[config.mk]
export PLATFORM = sky130hd
export DESIGN_NAME = counter
export DESIGN_NICKNAME = d
export VERILOG_FILES = /design/src/rtl/counter.sv
export SDC_FILE = /design/constraint.sdc
export NUM_CORES = 1
export LEC_CHECK = 0
export ABC_CLOCK_PERIOD_IN_PS = 2500
export CORE_AREA = 2 2 39 41
export CTS_CLUSTER_DIAMETER = 60
export DETAILED_ROUTE_END_ITERATION = 10
export DIE_AREA = 0 0 41 43
export PLACE_DENSITY_LB_ADDON = 0.08
export SETUP_SLACK_MARGIN = 0.02
export SYNTH_ARGS = -nofsm -noshare
export SYNTH_HDL_FRONTEND = slang
export SYNTH_SLANG_ARGS = --single-unit
[constraint.sdc]
create_clock -name clock_i -period 2.5 [get_ports clock_i]
set_clock_uncertainty 0.15 [all_clocks]
set_input_delay 0.5 -clock clock_i [delete_from_list [all_inputs] [get_ports clock_i]]
set_output_delay 0.5 -clock clock_i [all_outputs]
set_load 0.1 [all_outputs]
[src/rtl/counter.sv]
// counter: wrapping up-counter with synchronous init and count enable.
// Define COUNTER_TC_EN to add the registered terminal-count flag tc_o.
module counter #(
    parameter int              NB_BITS    = 4,
    parameter longint unsigned INIT_VALUE = 64'd0,
    parameter longint unsigned MAX_VALUE  = (64'd1 << NB_BITS) - 64'd1
) (
    input  logic               clock_i,
    input  logic               reset_i,
    input  logic               enable_i,
    input  logic               init_i,
`ifdef COUNTER_TC_EN
    output logic               tc_o,
`endif
    output logic [NB_BITS-1:0] count_o
);
    localparam longint unsigned FULL_SCALE = (64'd1 << NB_BITS) - 64'd1;
    generate
        if (NB_BITS < 1 || NB_BITS > 32 || MAX_VALUE > FULL_SCALE || INIT_VALUE > MAX_VALUE) begin : g_bad_params
            $error("counter: illegal NB_BITS/INIT_VALUE/MAX_VALUE combination");
        end
    endgenerate
    localparam logic [NB_BITS-1:0] MAX_C  = MAX_VALUE[NB_BITS-1:0];
    localparam logic [NB_BITS-1:0] INIT_C = INIT_VALUE[NB_BITS-1:0];
    logic [NB_BITS-1:0] count_q, count_d;
    // wrap goes to zero, not INIT_VALUE, so a non-power-of-two MAX_VALUE still counts modulo MAX_VALUE+1
    always_comb begin
        count_d = init_i   ? INIT_C :
                  enable_i ? ((count_q == MAX_C) ? '0 : count_q + 1'b1) :
                             count_q;
    end
    always_ff @(posedge clock_i or posedge reset_i) begin
        if (reset_i) count_q <= '0;
        else         count_q <= count_d;
    end
    assign count_o = count_q;
`ifdef COUNTER_TC_EN
    logic tc_q, tc_d;
    always_comb begin
        tc_d = enable_i && (count_d == MAX_C);
    end
    always_ff @(posedge clock_i or posedge reset_i) begin
        if (reset_i) tc_q <= 1'b0;
        else         tc_q <= tc_d;
    end
    assign tc_o = tc_q;
`endif
endmodule

==> Word-level counts from Yosys, hierarchy flattened <==
Index checks and enable logic that the tools add are counted.
{ "classes": {"eq_ne": 1, "n_addsub": 1, "n_mux": 3, "n_reduce_logical": 1} }
{ "op_table": {"columns": ["cell", "n"], "rows": [
  ["$mux W4", 3],
  ["$add A4 B1 Y4 const B", 1],
  ["$eq A4 B4 Y1 const B", 1],
  ["$reduce_bool A2 Y1", 1]
]} }
{ "word_totals": {"ff_bits": 4, "input_bits": 4} }

==> Longest topological paths before layout <==
Gate-level depths: netlist (run 1).
{ "depth": {"word_depth": 4, "ltp_mapped": 4} }

==> Least setup slack after synthesis (run 1) <==
Ideal clock, no wire load.
{ "synth_timing": {"kind": "register -> register", "start": "reg count_q[0] (netlist: count_o[0])", "end": "reg count_q[0] (netlist: count_o[0])", "path_slack_ns": 0.699, "setup_ns": 0.123, "arrival_time_ns": 1.528, "n_path_buf": 0, "stages_incl_launch_ff": 5, "path_cell_list": "dfrtp_1 ha_1 nand3_1 nand3b_1 a21oi_1"} }
{ "synth_via": {"elab_chain_len": 4, "elab_cells_between_ends": 5} }
{ "synth_rtl": {"columns": ["element", "line", "source"], "rows": [
  ["start: declaration", "25", "logic [NB_BITS-1:0] count_q, count_d;"],
  ["start signal: assignment", "34", "else count_q <= count_d;"],
  ["$add A4 B1 Y4 or $eq A4 B4 Y1 (tied branches)", "29", "enable_i ? ((count_q == MAX_C) ? '0 : count_q + 1'b1) :"],
  ["$mux W4 (*) (2 in series)", "29", null],
  ["$mux W4 (*)", "28", "count_d = init_i ? INIT_C :"]
]} }
Mark *: on every way between the ends. The rest lies on a longest branch, timed or not. The select of a mux whose other input is x is not followed.
A chain may end at the register's enable or synchronous reset.

==> Worst setup path after layout (run 1) <==
{ "layout_timing": {"start": "reg count_q[0] (netlist: count_o[0])", "end": "out count_o[0]"} }
{ "layout_rtl": {"columns": ["element", "line", "source"], "rows": [
  ["end: declaration", "15", "output logic [NB_BITS-1:0] count_o"]
]} }
No word-level cell between the ends.

==> results of run 1 <==
-- cells in the final DEF, fill, tap and decap left out --
cell and n:
xor2_1 1, nand3b_1 1, dfrtp_1 4, ha_1 1, a41oi_1 1, nor3_1 1, inv_1 1, nand2_1 1
nand2b_1 1, mux2i_1 1, nor2_1 3, buf_4 4, clkbuf_4 3, nand3_1 2, a21oi_1 2, clkdlybuf4s50_1 3
-- logic make-up (layout without fill, tap and decap cells) --
logic type                 count (synthesis)  in the layout  share of synthesized area, %
and+or+nand+nor                            9              9                         22.15
DFF                                        4              4                         50.63
AOI/OAI and AO/OA                          3              3                         9.495
adders and majority gates                  1              1                         6.328
xor gates and xnor gates                   1              1                         4.431
muxes                                      1              1                         5.063
buffers and inverters                      1             11                         1.897
-- power breakdown --
group          leakage (nW)  switching (W)  internal, W
clock network        0.0138      0.0000260    0.0000537
registers            0.0545     0.00000359    0.0000676
logic                0.0698      0.0000263    0.0000111
total                 0.138      0.0000560     0.000132
-- path summary, 6_finish.rpt --
| check | from | endpoint | slack, ps | depth (start not counted) |
|---|---|---|---|---|
| worst max-delay path | count_o[0]$_DFFE_PP0P_ | count_o[0] | 870 | 1 |
| worst min-delay path | reset_i | count_o[1]$_DFFE_PP0P_ | 310 | 2 |
| worst max register to register | count_o[0]$_DFFE_PP0P_ | count_o[3]$_DFFE_PP0P_ | 1250 | 4 |
| worst min register to register | count_o[0]$_DFFE_PP0P_ | count_o[0]$_DFFE_PP0P_ | 470 | 2 |
| max in group asynchronous | reset_i | count_o[2]$_DFFE_PP0P_ | 1730 | 2 |
| min in group clock_i | count_o[0]$_DFFE_PP0P_ | count_o[0]$_DFFE_PP0P_ | 470 | 2 |
-- area by class of cell --
| class | instances | area (µm²) |
|---|---|---|
| repair buffers | 7 | 60.06 |
| flip-flops and latches | 4 | 100.1 |
| fillers | 159 | 1084 |
| well taps | 16 | 20.02 |
| clock buffers | 3 | 22.52 |
| multi-input cells | 15 | 93.84 |
| inverters | 1 | 3.754 |
-- routing by layer --
| metal | part of all wire, % | vias to the layer above | track usage, % | routed length (µm) |
|---|---|---|---|---|
| met1 | 46 | 84 | 9.032 | 225 |
| met4 | 0.82 | 0 | 8.000 | 4 |
| met5 | 0 | - | 0 | 0 |
| met3 | 10 | 2 | 3.141 | 51 |
| li1 | - | 92 | - | - |
| met2 | 43 | 7 | 8.125 | 208 |
-- through the flow --
stage,hold slack (ps),std cells,total power [W]
global route,335.3,46,0.0002004
global placement,452.8,43,0.0001097
CTS,309.7,46,0.0001930
finish,305.3,46,0.0001884
detailed placement,460.8,43,0.0001099
floorplan,116.1,20,0.00009649
==> metrics.cfg, run 1 <==
[critical_path]
cpMaxStageDelayCell = dfrtp_1
slowest_delay_ps = 420
worstPathRequired_ps = 1850
cp.buffers_inverters = 1
startpoint_type = flop
path_max_fanout = 6
end_kind = primary output
worstSetupPathType = flop to primary output
arrival_ps = 980
critPathTopFamily = flip-flops
path_cells = buf_4

[detailed_routing]
drtIter0Drc = 2
num_vias = 185
ant_nets = 0
vias_per_cell = 4.022
drc = 0
drt_pass1_iterations = 2
routed_wl_um = 489
wire_per_inst_um = 10.63

[synth]
synth_most_common_cell = dfrtp_1
synth_commonest_cells = dfrtp_1 (4), nor2_1 (3), a21oi_1 (2), nand3_1 (2)
ys_seq_area_share_pct = 50.63
yosys_warnings = 0
synth_cells = 20
syn_avg_cell_area_um2 = 9.885
yosys.area.top_type = dfrtp_1
synth_nets = 25
synth_seq_cells = 4
ys_types = 13
ys.flop_type = dfrtp_1
syn_area_um2 = 197.7
synth-edff-count = 0
async_flop_share_pct = 100.0
synth_top_area_share_pct = 50.63
yosys-top-cells-area = dfrtp_1 (51%), ha_1 (6.3%), nor2_1 (5.7%), a21oi_1 (5.1%), mux2i_1 (5.1%)

[clocking]
cts_root_buf = clkbuf_4
cts_setup_buffers = 0
cts_tree = yes
path_clk_slew_ps = 40
clk_path_buf_depth = 2
clk_latency_ps = 230
cts_hold_buf = 0
h-tree-depth = 1
cts_sinks = 4
cts_resized = 0
cts_buffers = 3

[floorplanning]
row_count = 14
io_pins = 8
initial_core_util_pct = 14.29
die_x_um = 41
die_area_um2 = 1763
die_h_um = 43
coreArea_um2 = 1384

[finish]
antenna_cells = 0
fin_nets = 37
largest_reg_flops = 4
final_util_pct = 21.70
drive_gt1_share_pct = 23.33
areaGrowthSynthToFinish_pct = 51.90
fin_area_um2 = 300.3

[status]
status = complete, no violations

[placed_design]
dp_slack_ps = 810.8
dpl.hpwl_um = 363
place_area_um2 = 277.8
place.gp.congestion = 0.6061
io_buffers = 7

[global_routing]
antenna_found_initial = 0
overflow = 0
grt.total_usage_pct = 7.236
grt_pass1_vias = 195
grt_pass1_wl_um = 779
grt_max_degree = 7

[power_and_ir_drop]
vdd.ir_drop.worst_mv = 0.1143
p_leak_nw = 0.1381
power_density_nw_per_um2 = 627.3

[timing]
rsz0062_at_grt = false
drv_slew = 0
maxSlewHeadroom_pct = 81.59
post-route-period-util_pct = 65.02
tightest_slew_ps = 278.5
final.min_clock_period_ps = 1626
worst_slack_ps = 874.4
tns_ps = 0
setup_viol = 0
fmax_mhz = 615.2
hold_viol_final = 0

[min_path]
worstHoldPathType = primary input to async pin

[job]
cap_violations = 0

(Power assumes the default switching activity.)
==> run 2: changes to the inputs <==
--- a/config.mk
+++ b/config.mk
@@ -5,7 +5,7 @@
 export SDC_FILE = /design/constraint.sdc
 export NUM_CORES = 1
 export LEC_CHECK = 0
-export ABC_CLOCK_PERIOD_IN_PS = 2500
+export ABC_CLOCK_PERIOD_IN_PS = 1500
 export CORE_AREA = 2 2 39 41
 export CTS_CLUSTER_DIAMETER = 60
 export DETAILED_ROUTE_END_ITERATION = 10
==> constraint.sdc (replaced) <==
create_clock -name clock_i -period 1.5 [get_ports clock_i]
set_clock_uncertainty 0.15 [all_clocks]
set_input_delay 0.3 -clock clock_i [delete_from_list [all_inputs] [get_ports clock_i]]
set_output_delay 0.3 -clock clock_i [all_outputs]
set_load 0.1 [all_outputs]
==> run 2 against run 1 <==
Non-clock buffer count stayed put; utilization is 4.0 points higher; flip-flop and latch count stayed put; count of clock-buffer cells in the layout stayed put; total power is 71% higher; clock power is 61% higher; combinational power is 93% higher; highest routed layer unchanged; design area is 18% higher; die area stayed put; largest power group unchanged; critical path depth stayed put.
==> metrics.cfg, run 2 (synthesis gave the netlist of run 1 again) <==
[floorplanning]
coreArea_um2 = 1384
die_x_um = 41
initial_core_util_pct = 14.29
die_area_um2 = 1763
row_count = 14
io_pins = 8
die_h_um = 43

[global_routing]
grt_max_degree = 7
grt_pass1_vias = 183
grt.busiest_layer = met2
grt.total_usage_pct = 6.452
use_met1_pct = 6.515
overflow = 0
antenna_found_initial = 0
met3_usage_pct = 3.141
gr-usage-met2_pct = 8.125
grt_pass1_wl_um = 696

[timing]
rsz0062_at_grt = false
final.min_clock_period_ps = 1304
hold_viol_final = 0
setup_viol = 0
worst_slack_ps = 196.0
drv_slew = 0
tightest_slew_ps = 215.3
post-route-period-util_pct = 86.93
maxSlewHeadroom_pct = 85.60
fmax_mhz = 766.9
tns_ps = 0

[finish]
drive_gt1_share_pct = 36.67
antenna_cells = 0
areaGrowthSynthToFinish_pct = 79.75
multi_input_area_um2 = 93.84
final_cell_mix = dfrtp_2 (4), buf_12 (4), nor2_1 (3), clkbuf_4 (3), clkdlybuf4s50_1 (3)
instances_no_fill = 46
fin_nets = 37
final-seq-area_um2 = 105.1
largest_reg_flops = 4
nFillCells = 148

[critical_path]
arrival_ps = 850
worstPathRequired_ps = 1050
crit_start = count_o[2]$_DFFE_PP0P_
crit_cells = 1
slowest_delay_ps = 440
cp.buffers_inverters = 1
r2r_setup_slack_ps = 260
cp-endpoint = count_o[2]
reg2reg_depth = 4
path_cells = buf_12
worstSetupPathType = flop to primary output
cpMaxStageDelayCell = dfrtp_2
r2r_end = count_o[3]$_DFFE_PP0P_
startpoint_type = flop
critPathTopFamily = flip-flops
end_kind = primary output
reg2reg_from = count_o[0]$_DFFE_PP0P_
path_max_fanout = 5

[detailed_routing]
vias_per_cell = 3.957
drt_pass1_iterations = 4
ant_nets = 0
drtIter0Drc = 3
routed_wl_um = 421
wire_per_inst_um = 9.152
drc = 0
num_vias = 182

[clocking]
clk_latency_ps = 230
cts_resized = 0
cts_hold_buf = 0
cts_sinks = 4
cts_setup_buffers = 0
h-tree-depth = 1
cts_buffers = 3
cts_tree = yes
path_clk_slew_ps = 40
clk_path_buf_depth = 2
cts_root_buf = clkbuf_4

[status]
status = complete, no violations

[job]
cap_violations = 0

[placed_design]
dp_slack_ps = 40.88
dp_cells = 43
io_buffers = 7
place.gp.congestion = 0.6845
dpl.hpwl_um = 353.2

[min_path]
worstHoldPathType = primary input to async pin

[power_and_ir_drop]
power_density_nw_per_um2 = 905.9
vdd.ir_drop.worst_mv = 0.3723
p_leak_nw = 0.1438

## run 2: cell types whose count changed in the layout (fill, tap and decap cells not counted)
| cell | change |
|---|---|
| dfrtp_2 | +4 |
| buf_12 | +4 |
| buf_4 | -4 |
| dfrtp_1 | -4 |
## run 2: worst min path at each step
stage | startpoint | endpoint | slack, ps | cells past startpoint
2_1_floorplan | reset_i | count_o[0]$_DFFE_PP0P_ | -80 | 1
3_3_place_gp | reset_i | count_o[3]$_DFFE_PP0P_ | 350 | 2
3_5_place_dp | reset_i | count_o[2]$_DFFE_PP0P_ | 350 | 2
4_1_cts | reset_i | count_o[1]$_DFFE_PP0P_ | 100 | 2
5_1_grt | reset_i | count_o[1]$_DFFE_PP0P_ | 140 | 2
6_report | reset_i | count_o[2]$_DFFE_PP0P_ | 100 | 2
## run 2: power breakdown
| part | internal [W] | switching [W] | total, W | leakage (nW) |
|---|---|---|---|---|
| Sequential | 0.000113 | 0.00000822 | 0.000122 | 0.0482 |
| Clock | 0.0000892 | 0.0000387 | 0.000128 | 0.0138 |
| Combinational | 0.0000291 | 0.0000433 | 0.0000723 | 0.0817 |
## run 2: area by class of cell
type                    count  share of cell area (%)
flip-flops and latches      4                   29.58
clock buffers               3                   6.338
inverters                   1                   1.056
repair buffers              7                   30.99
well taps                  16                   5.634
multi-input cells          15                   26.41
## run 2: metrics by stage
| stage | hold slack (ps) | power, W | util, % | area (µm²) |
|---|---|---|---|---|
| after floorplan | -83.87 | 0.0001617 | - | 202.7 |
| after global placement | 348.7 | 0.0001978 | 24.05 | 332.8 |
| after CTS | 102.5 | 0.0003312 | 25.68 | 355.3 |
| after detailed placement | 348.8 | 0.0001967 | 24.05 | 332.8 |
| after global routing | 137.2 | 0.0003451 | 25.68 | 355.3 |
| final | 101.3 | 0.0003219 | 25.68 | 355.3 |
## run 2: routing by layer
layer / up-vias / part of all wire (%)
li1: 92 / -
met1: 82 / 47
met2: 6 / 44
met3: 2 / 6.9
met4: 0 / 2.4
met5: - / 0
==> run 3: changes to the inputs <==
--- a/config.mk
+++ b/config.mk
@@ -10,7 +10,7 @@
 export CTS_CLUSTER_DIAMETER = 60
 export DETAILED_ROUTE_END_ITERATION = 10
 export DIE_AREA = 0 0 41 43
-export PLACE_DENSITY_LB_ADDON = 0.08
+export PLACE_DENSITY_LB_ADDON = 0.15
 export SETUP_SLACK_MARGIN = 0.02
 export SYNTH_ARGS = -nofsm -noshare
 export SYNTH_HDL_FRONTEND = slang
==> run 3 against run 2 <==
Register-to-register slack hardly changed; die area stayed put; fmax is 0.31% lower; hold slack better by 3.8 ps; first-iteration DRC count is 100% lower; clock power hardly changed; utilization stayed put; count of clock-buffer cells in the layout stayed put; wire length is 1.9% higher; sequential share of layout area stayed put; design area stayed put; largest power group unchanged; sequential power hardly changed; largest cell class unchanged.
==> metrics.cfg, run 3 (synthesis gave the netlist of run 1 again) <==
[clocking]
cts_root_buf = clkbuf_4
cts_sinks = 4
h-tree-depth = 1
cts_tree = yes
cts_setup_buffers = 0
clk_latency_ps = 230
cts_buffers = 3
path_clk_slew_ps = 40
clk_path_buf_depth = 2
cts_resized = 0
cts_hold_buf = 0

[timing]
tns_ps = 0
post-route-period-util_pct = 87.20
drv_slew = 0
hold_viol_final = 0
tightest_slew_ps = 210.4
rsz0062_at_grt = false
final.min_clock_period_ps = 1308
fmax_mhz = 764.5
setup_viol = 0
whs_ps = 105.2
maxSlewHeadroom_pct = 85.93

[critical_path]
cpMaxStageDelayCell = dfrtp_2
slowest_delay_ps = 440
startpoint_type = flop
worstPathRequired_ps = 1050
r2r_setup_slack_ps = 250
arrival_ps = 860
end_kind = primary output
critPathTopFamily = flip-flops
cp.buffers_inverters = 1
path_cells = buf_12
path_max_fanout = 6
worstSetupPathType = flop to primary output

[placed_design]
dpl.hpwl_um = 364.9
dp_cells = 43
place.gp.congestion = 0.6648
io_buffers = 7

[power_and_ir_drop]
p_leak_nw = 0.1438
p_clk_share_pct = 40.0
vdd.ir_drop.worst_mv = 0.2962
power.switching_w = 0.00009159
p_comb_share_pct = 22.3
pwr-share-seq_pct = 37.7
power_density_nw_per_um2 = 910.0
p_sw_share_pct = 28.32
p_int_w = 0.0002318

[global_routing]
grt_pass1_wl_um = 731
grt.total_usage_pct = 6.546
overflow = 0
grt_pass1_vias = 184
grt_max_degree = 7
antenna_found_initial = 0

[finish]
instances_no_fill = 46
antenna_cells = 0
areaGrowthSynthToFinish_pct = 79.75
final_util_pct = 25.68
largest_reg_flops = 4
fin_nets = 37
final_cell_mix = dfrtp_2 (4), buf_12 (4), nor2_1 (3), clkbuf_4 (3), clkdlybuf4s50_1 (3)
drive_gt1_share_pct = 36.67

[detailed_routing]
vias_per_cell = 3.804
drt_pass1_iterations = 1
ant_nets = 0
drc = 0
routed_wl_um = 429
num_vias = 175
wire_per_inst_um = 9.326
drtIter0Drc = 0

[min_path]
worstHoldPathType = primary input to async pin

[job]
cap_violations = 0

[floorplanning]
die_x_um = 41
row_count = 14
io_pins = 8
die_area_um2 = 1763
die_h_um = 43
coreArea_um2 = 1384
initial_core_util_pct = 14.29

[status]
status = complete, no violations

run 3: cell counts in the layout (fill, tap and decap cells not counted):
No cell type changed its count.
run 3: power groups by stage:
stage	logic, W	registers, W	clock network [W]
finish	0.0000720	0.000122	0.000129
global route	0.0000768	0.000123	0.000144
CTS	0.0000729	0.000122	0.000137
detailed placement	0.0000726	0.000123	0
global placement	0.0000729	0.000123	0
floorplan	0.0000115	0.000150	0
run 3: area by class of cell:
| cell class | count | area, µm² |
|---|---|---|
| Clock buffer | 3 | 22.52 |
| Fill cell | 150 | 1028 |
| Inverter | 1 | 3.754 |
| Multi-Input combinational cell | 15 | 93.84 |
| Sequential cell | 4 | 105.1 |
| Tap cell | 16 | 20.02 |
| Timing Repair Buffer | 7 | 110.1 |
run 3: worst paths after layout:
check,depth (start not counted),from,end
setup / recovery,1,count_o[0]$_DFFE_PP0P_,count_o[0]
hold / removal,2,reset_i,count_o[3]$_DFFE_PP0P_
setup reg to reg,4,count_o[0]$_DFFE_PP0P_,count_o[3]$_DFFE_PP0P_
hold reg to reg,2,count_o[2]$_DFFE_PP0P_,count_o[2]$_DFFE_PP0P_
max in group asynchronous,2,reset_i,count_o[1]$_DFFE_PP0P_
min in group clock_i,2,count_o[2]$_DFFE_PP0P_,count_o[2]$_DFFE_PP0P_
run 3: worst register-to-register path: stages, from the launching register on:
cell and delay (ps):
dfrtp_2 440, ha_1 240, a21oi_1 120, nor2_1 60, nor3_1 140
run 3: routing by layer:
metal	up-vias	wire [µm]	share of wire, %	global-route usage, %
met2	7	207	48	8.750
li1	91	-	-	-
met4	0	0	0	6.000
met1	77	177	41	6.494
met3	0	43	10	4.188
met5	-	0	0	0
run 3: metrics by stage:
step / instance area, µm² / power (W) / setup WS (ps)
2_1_floorplan: 202.7 / 0.0001617 / 29.50
3_3_place_gp: 332.8 / 0.0001959 / 25.42
3_5_place_dp: 332.8 / 0.0001960 / 30.60
4_1_cts: 355.3 / 0.0003320 / 180.8
5_1_grt: 355.3 / 0.0003431 / 166.0
6_report: 355.3 / 0.0003234 / 192.0
